## config.mk

```make
export PLATFORM = sky130hd
export DESIGN_NAME = tx_xpause_ctrl_flat
export DESIGN_NICKNAME = d
export VERILOG_FILES = /design/src/rtl/tx_xpause_if.sv /design/src/rtl/tx_xpause_ctrl.sv /design/src/flat_wrapper.sv
export SDC_FILE = /design/constraint.sdc
export NUM_CORES = 1
export LEC_CHECK = 0
export ABC_CLOCK_PERIOD_IN_PS = 2810
export CAP_MARGIN = 0
export CORE_ASPECT_RATIO = 0.6
export CORE_MARGIN = 1
export CORE_UTILIZATION = 45
export DETAILED_ROUTE_END_ITERATION = 10
export HOLD_SLACK_MARGIN = 0.15
export PLACE_DENSITY = 0.75
export SLEW_MARGIN = 20
export SYNTH_ARGS = -nofsm -noshare
export SYNTH_HDL_FRONTEND = slang
export SYNTH_SLANG_ARGS = --single-unit
export TNS_END_PERCENT = 1
```

## constraint.sdc

```tcl
create_clock -name clk -period 2.81 [get_ports clk]
set_input_delay 0.562 -clock clk [delete_from_list [all_inputs] [get_ports clk]]
set_output_delay 0.562 -clock clk [all_outputs]
set_load 0.02 [all_outputs]
```

## src/rtl/tx_xpause_if.sv

```systemverilog
// Pause-frame request handshake between the flow-control scheduler and the
// 10G TX encapsulator: xreq/xon request pair out, xdone completion back.
interface tx_xpause_if;
   logic xreq;
   logic xon;
   logic xdone;

   modport master (output xreq, output xon, input xdone);
   modport slave  (input xreq, input xon, output xdone);
endinterface

```

## src/rtl/tx_xpause_ctrl.sv

```systemverilog
// Local XOFF/XON scheduler for the 10G TX encapsulator: watches RX FIFO fill
// against watermarks, refreshes XOFF before the partner's pause expires.
module tx_xpause_ctrl #(
   parameter int LVL_W      = 12,
   parameter int QUANTA_CYC = 8,
   parameter int XDONE_TO   = 4096
) (
   input  logic             clk,
   input  logic             rst_,
   input  logic             fc_en,
   input  logic [LVL_W-1:0] rxfifo_used,
   input  logic [LVL_W-1:0] hi_thresh,
   input  logic [LVL_W-1:0] lo_thresh,
   input  logic [15:0]      pause_quanta,
   input  logic [15:0]      refresh_quanta,
   input  logic             fmac_tx_clr_en,
   tx_xpause_if.master      xp,
   output logic             paused,
   output logic [15:0]      pause_timer,
   output logic [15:0]      xoff_cnt,
   output logic [15:0]      xon_cnt,
   output logic             timeout_err
);

   localparam int PS_W = (QUANTA_CYC > 1) ? $clog2(QUANTA_CYC) : 1;
   localparam int TO_W = (XDONE_TO > 1) ? $clog2(XDONE_TO) : 1;
   localparam logic [PS_W-1:0] PS_LAST = PS_W'(QUANTA_CYC - 1);
   localparam logic [TO_W-1:0] TO_LAST = TO_W'(XDONE_TO - 1);

   typedef enum logic [1:0] {
      IDLE,
      XOFF_REQ,
      PAUSED,
      XON_REQ
   } state_t;

   state_t          state;
   logic [PS_W-1:0] prescaler;
   logic [TO_W-1:0] to_cnt;

   always_ff @(posedge clk or negedge rst_) begin
      if (!rst_) begin
         state       <= IDLE;
         xp.xreq     <= 1'b0;
         xp.xon      <= 1'b0;
         paused      <= 1'b0;
         pause_timer <= '0;
         xoff_cnt    <= '0;
         xon_cnt     <= '0;
         timeout_err <= 1'b0;
         prescaler   <= '0;
         to_cnt      <= '0;
      end else begin
         // NOTE: non-blocking assignments; the later clear below overrides any
         // counter or error update made earlier in the same cycle.
         case (state)
            IDLE: begin
               if (fc_en && rxfifo_used >= hi_thresh) begin
                  state   <= XOFF_REQ;
                  xp.xreq <= 1'b1;
                  xp.xon  <= 1'b0;
                  to_cnt  <= '0;
               end
            end

            PAUSED: begin
               if (prescaler == PS_LAST) begin
                  prescaler <= '0;
                  if (pause_timer != 16'd0) pause_timer <= pause_timer - 16'd1;
               end else begin
                  prescaler <= prescaler + 1'b1;
               end

               if (!fc_en || rxfifo_used <= lo_thresh) begin
                  state   <= XON_REQ;
                  xp.xreq <= 1'b1;
                  xp.xon  <= 1'b1;
                  to_cnt  <= '0;
               end else if (pause_timer <= refresh_quanta) begin
                  state   <= XOFF_REQ;
                  xp.xreq <= 1'b1;
                  xp.xon  <= 1'b0;
                  to_cnt  <= '0;
               end
            end

            XOFF_REQ, XON_REQ: begin
               // A request ends only on completion or timeout; completion wins a tie.
               if (xp.xdone) begin
                  xp.xreq <= 1'b0;
                  if (state == XOFF_REQ) begin
                     state       <= PAUSED;
                     paused      <= 1'b1;
                     pause_timer <= pause_quanta;
                     prescaler   <= '0;
                     xoff_cnt    <= xoff_cnt + 16'd1;
                  end else begin
                     state       <= IDLE;
                     paused      <= 1'b0;
                     pause_timer <= '0;
                     xon_cnt     <= xon_cnt + 16'd1;
                  end
               end else if (to_cnt == TO_LAST) begin
                  state       <= IDLE;
                  xp.xreq     <= 1'b0;
                  paused      <= 1'b0;
                  pause_timer <= '0;
                  timeout_err <= 1'b1;
               end else begin
                  to_cnt <= to_cnt + 1'b1;
               end
            end

            default: state <= IDLE;
         endcase

         if (fmac_tx_clr_en) begin
            xoff_cnt    <= '0;
            xon_cnt     <= '0;
            timeout_err <= 1'b0;
         end
      end
   end

endmodule
```

## src/flat_wrapper.sv

```systemverilog
// flat-port wrapper written by rule: the top's interface ports become plain ports
module tx_xpause_ctrl_flat 
#(
   parameter int LVL_W      = 12,
   parameter int QUANTA_CYC = 8,
   parameter int XDONE_TO   = 4096
)
  (clk, rst_, fc_en, rxfifo_used, hi_thresh, lo_thresh, pause_quanta, refresh_quanta, fmac_tx_clr_en, paused, pause_timer, xoff_cnt, xon_cnt, timeout_err, xp_xreq, xp_xon, xp_xdone);
  tx_xpause_if xp_i ();
  input  logic clk;
  input  logic rst_;
  input  logic fc_en;
  input  logic [LVL_W-1:0] rxfifo_used;
  input  logic [LVL_W-1:0] hi_thresh;
  input  logic [LVL_W-1:0] lo_thresh;
  input  logic [15:0] pause_quanta;
  input  logic [15:0] refresh_quanta;
  input  logic fmac_tx_clr_en;
  output logic paused;
  output logic [15:0] pause_timer;
  output logic [15:0] xoff_cnt;
  output logic [15:0] xon_cnt;
  output logic timeout_err;
  output wire logic [$bits(xp_i.xreq)-1:0] xp_xreq;
  output wire logic [$bits(xp_i.xon)-1:0] xp_xon;
  input wire logic [$bits(xp_i.xdone)-1:0] xp_xdone;
  assign xp_xreq = xp_i.xreq;
  assign xp_xon = xp_i.xon;
  assign xp_i.xdone = xp_xdone;
  tx_xpause_ctrl #(.LVL_W(LVL_W), .QUANTA_CYC(QUANTA_CYC), .XDONE_TO(XDONE_TO)) u_core (.clk(clk), .rst_(rst_), .fc_en(fc_en), .rxfifo_used(rxfifo_used), .hi_thresh(hi_thresh), .lo_thresh(lo_thresh), .pause_quanta(pause_quanta), .refresh_quanta(refresh_quanta), .fmac_tx_clr_en(fmac_tx_clr_en), .xp(xp_i), .paused(paused), .pause_timer(pause_timer), .xoff_cnt(xoff_cnt), .xon_cnt(xon_cnt), .timeout_err(timeout_err));
endmodule
```

==> flow_metrics.tcl <==
set metrics [dict create \
    outcome "completed" \
    finalSetupViolations 0 \
    ys_async_sr_fraction_pct 100 \
    rsz0062_at_grt "yes" \
    cts_htree_levels 3 \
    fin_crit_ns 2.74 \
    cts_made_buffers 9 \
    skew_ns 0.00676 \
    place.gp.congestion 0.955 \
    synth.distinct_cells 54 \
    powerDensity_nw_per_um2 724 \
    via_per_inst 5.67 \
    cp.arrival_ns 2.96 \
    reg2reg_slack_ns 0.19 \
    dpl.hpwl_um 10300 \
    design_area_um2 6880 \
    syn_inst 531 \
    io_buffers 124 \
    worstSkewPairLatency_ns 0.33 \
    drv_slew 0 \
    finalHoldViolCount 0 \
    p_leak_uw 0.00308 \
    syn2layout_area_growth_pct 48.2 \
    chipWidth_um 133 \
    grt_pass1_vias 4572 \
    max_cap_viol_count 0 \
    design.core.area_um2 9950 \
    max_freq_mhz 365 \
    start_util_pct 46.7 \
    num_vias 4714 \
    crit_path_start_kind "input port" \
    max-vdd-ir-drop_v 0.000440 \
    netlist_area_um2 4640 \
    ys_warn_count 0 \
    die_h_um 80.7 \
    layout.cells.non_filler 831 \
    grtUsageTotal_pct 27.0 \
    r2r_cells 8 \
    grt_pass1_wl_um 22700 \
    syn_avg_cell_area_um2 8.74 \
    tightest_slew_ns 0.781 \
    grt_max_degree 34 \
    dp.cells 814 \
    ant_nets 0 \
    wl_per_cell_um 16.8 \
    cts_num_sinks 69 \
    antenna_cells 0 \
    placed_cell_area_um2 6290 \
    antenna_found_initial 0 \
    r2r-end "u_core.to_cnt[0]" \
    required_ns 3.02 \
    clk_transition_reported_paths_ns 0.06 \
    cts_tree "built" \
    clock_path_buffers 2 \
    synth_flop_cell "dfrtp_1" \
    r2r-start "u_core.pause_timer[14]" \
    worst_setup_path_end_kind "register" \
    io_pins 125 \
    drt-total-wl_um 13900 \
    rows 28 \
    route.detailed.drc 0 \
    max_slew_margin_pct 48.0 \
    drtIter0Drc 337 \
    die_area_um2 10700 \
    period_share_pct 97.6 \
    cts-root-buf "clkbuf_16" \
    syn_nets 654 \
    crit_type "input port to register" \
    cp_max_fo 5 \
    synth_edf_count 0 \
    ys_seq_area_share_pct 37.2 \
    grt_remaining_overflow 0 \
    ys_seq_elements 69 \
    drive_above_1_share_pct 14.8 \
    layout.nets 814 \
    detail_route.first_pass.iterations 5 \
    hold_path.class "input port to async pin" \
]
## layer usage
metal / track usage, % / vias up / part of all wire [%]
met1: 36.2 / 2286 / 47
met5: 0 / - / 0
met3: 5.68 / 24 / 5.5
li1: - / 2250 / -
met2: 44.3 / 154 / 46
met4: 7.39 / 0 / 1.5
## worst max path at each step
stage	start	endpoint	slack, ns	cells after the start
2_1_floorplan	refresh_quanta[14]	u_core.to_cnt[0]	0.09	9
3_3_place_gp	refresh_quanta[9]	u_core.to_cnt[0]	-0.46	10
3_5_place_dp	refresh_quanta[9]	u_core.to_cnt[10]	-0.55	11
4_1_cts	refresh_quanta[7]	u_core.to_cnt[0]	0.005	10
5_1_grt	refresh_quanta[1]	u_core.to_cnt[11]	-0.02	11
6_report	refresh_quanta[1]	u_core.to_cnt[0]	0.07	10
## placed cells by master, fill, tap and decap left out, types with 6 or more instances in the layout
master	netlist	final
a21oi_1	41	39
and3_1	8	8
buf_4	1	41
clkbuf_16	0	9
clkdlybuf4s50_1	0	111
dfrtp_1	69	69
dlymetal6s2s_1	0	7
ha_1	50	41
ha_4	0	9
inv_1	49	40
inv_2	0	9
nand2_1	35	34
nand3_1	14	14
nand4_1	15	15
nor2_1	53	53
nor3_1	7	6
o21ai_0	48	42
o21ai_1	0	6
o31ai_1	9	7
o41ai_2	0	6
or3_1	14	14
xor2_1	18	18
## Yosys cell counts, types with 2 or more instances
cell | n | area share (%)
a32o_1 | 4 | 0.86
nor2_1 | 53 | 4.3
and2_1 | 2 | 0.27
dfrtp_1 | 69 | 37
or3_1 | 14 | 1.9
and3_1 | 8 | 1.1
a22o_1 | 2 | 0.38
xnor2_1 | 3 | 0.57
buf_2 | 2 | 0.22
a32oi_1 | 5 | 0.94
nor3_1 | 7 | 0.75
nor4_1 | 3 | 0.40
a31oi_1 | 5 | 0.67
nand4_1 | 15 | 2.0
a21oi_1 | 41 | 4.4
a21o_1 | 4 | 0.65
ha_1 | 50 | 13
o41ai_1 | 9 | 1.7
o21a_1 | 3 | 0.49
nor2b_1 | 3 | 0.40
mux2i_1 | 2 | 0.43
or3_4 | 2 | 0.49
o21ai_0 | 48 | 5.2
nand2b_1 | 5 | 0.67
and4_1 | 2 | 0.38
clkbuf_1 | 14 | 1.1
nand2_1 | 35 | 2.8
nand3_1 | 14 | 1.5
o31ai_1 | 9 | 1.5
o211ai_1 | 3 | 0.49
o22ai_1 | 2 | 0.27
inv_1 | 49 | 4.0
or2_2 | 2 | 0.27
xor2_1 | 18 | 3.4
a22oi_1 | 5 | 0.81
## through the flow
step                total power [uW]  hold WS, ns  util (%)  setup TNS [ns]  worst slack [ns]
global route                    5310        0.280      69.2         -0.0176           -0.0176
finish                          4980        0.232      69.2               0            0.0676
global placement                3470        0.469      63.2           -6.46            -0.459
detailed placement              3560        0.485      63.2           -7.55            -0.549
CTS                             4890        0.249      67.8               0           0.00484
floorplan                       2660        0.266         -               0            0.0940
## power by group
group / switching (uW) / internal (uW) / total (uW) / leakage [uW]
clock network: 422 / 802 / 1220 / 0.000152
logic: 1360 / 1050 / 2420 / 0.00200
registers: 177 / 1170 / 1340 / 0.000934
## timing repair
item,4_1_cts,5_1_grt
setup buffers,1,0
hold buffers,0,0
endpoints found under the setup margin,15,22
pin swaps,13,21
resized for setup,30,26
endpoints found under the hold margin,0,0
## flip-flops by register name, indices dropped and copies added, names as in the netlist
register            cells
u_core.to_cnt          12
u_core.pause_timer     16
u_core.state            2
u_core.paused           1
u_core.prescaler        3
u_core.xoff_cnt        16
u_core.timeout_err      1
u_core.xp.xon           1
u_core.xp.xreq          1
u_core.xon_cnt         16
## worst max-delay path: stages
cell and delay (ns):
clkdlybuf4s50_1 0.47, inv_1 0.05, ha_1 0.28, nor2b_1 0.13
o211ai_1 0.19, a21oi_1 0.11, o311a_1 0.36, o21a_4 0.17
or3_4 0.37, mux2_4 0.26
## final cells by class
cell class / instances / area [um2]
clock inverter: 5 / 83.8
clock buffer: 11 / 243
timing repair buffer: 167 / 1580
sequential: 69 / 1730
inverter: 49 / 184
fill: 793 / 3070
tap: 135 / 169
multi-input combinational: 395 / 2900
## cells by family (layout without fill, tap and decap cells)
kind of cell | Yosys count | after routing | share of synthesized area, %
compound gates | 149 | 149 | 20.2
xor+xnor | 21 | 21 | 3.96
fa+ha+maj | 50 | 50 | 13.5
buf+inv | 67 | 232 | 5.58
flops | 69 | 69 | 37.2
mux | 3 | 3 | 0.754
simple gates | 172 | 172 | 18.8
Note: power is estimated with default switching activity, not from simulation.
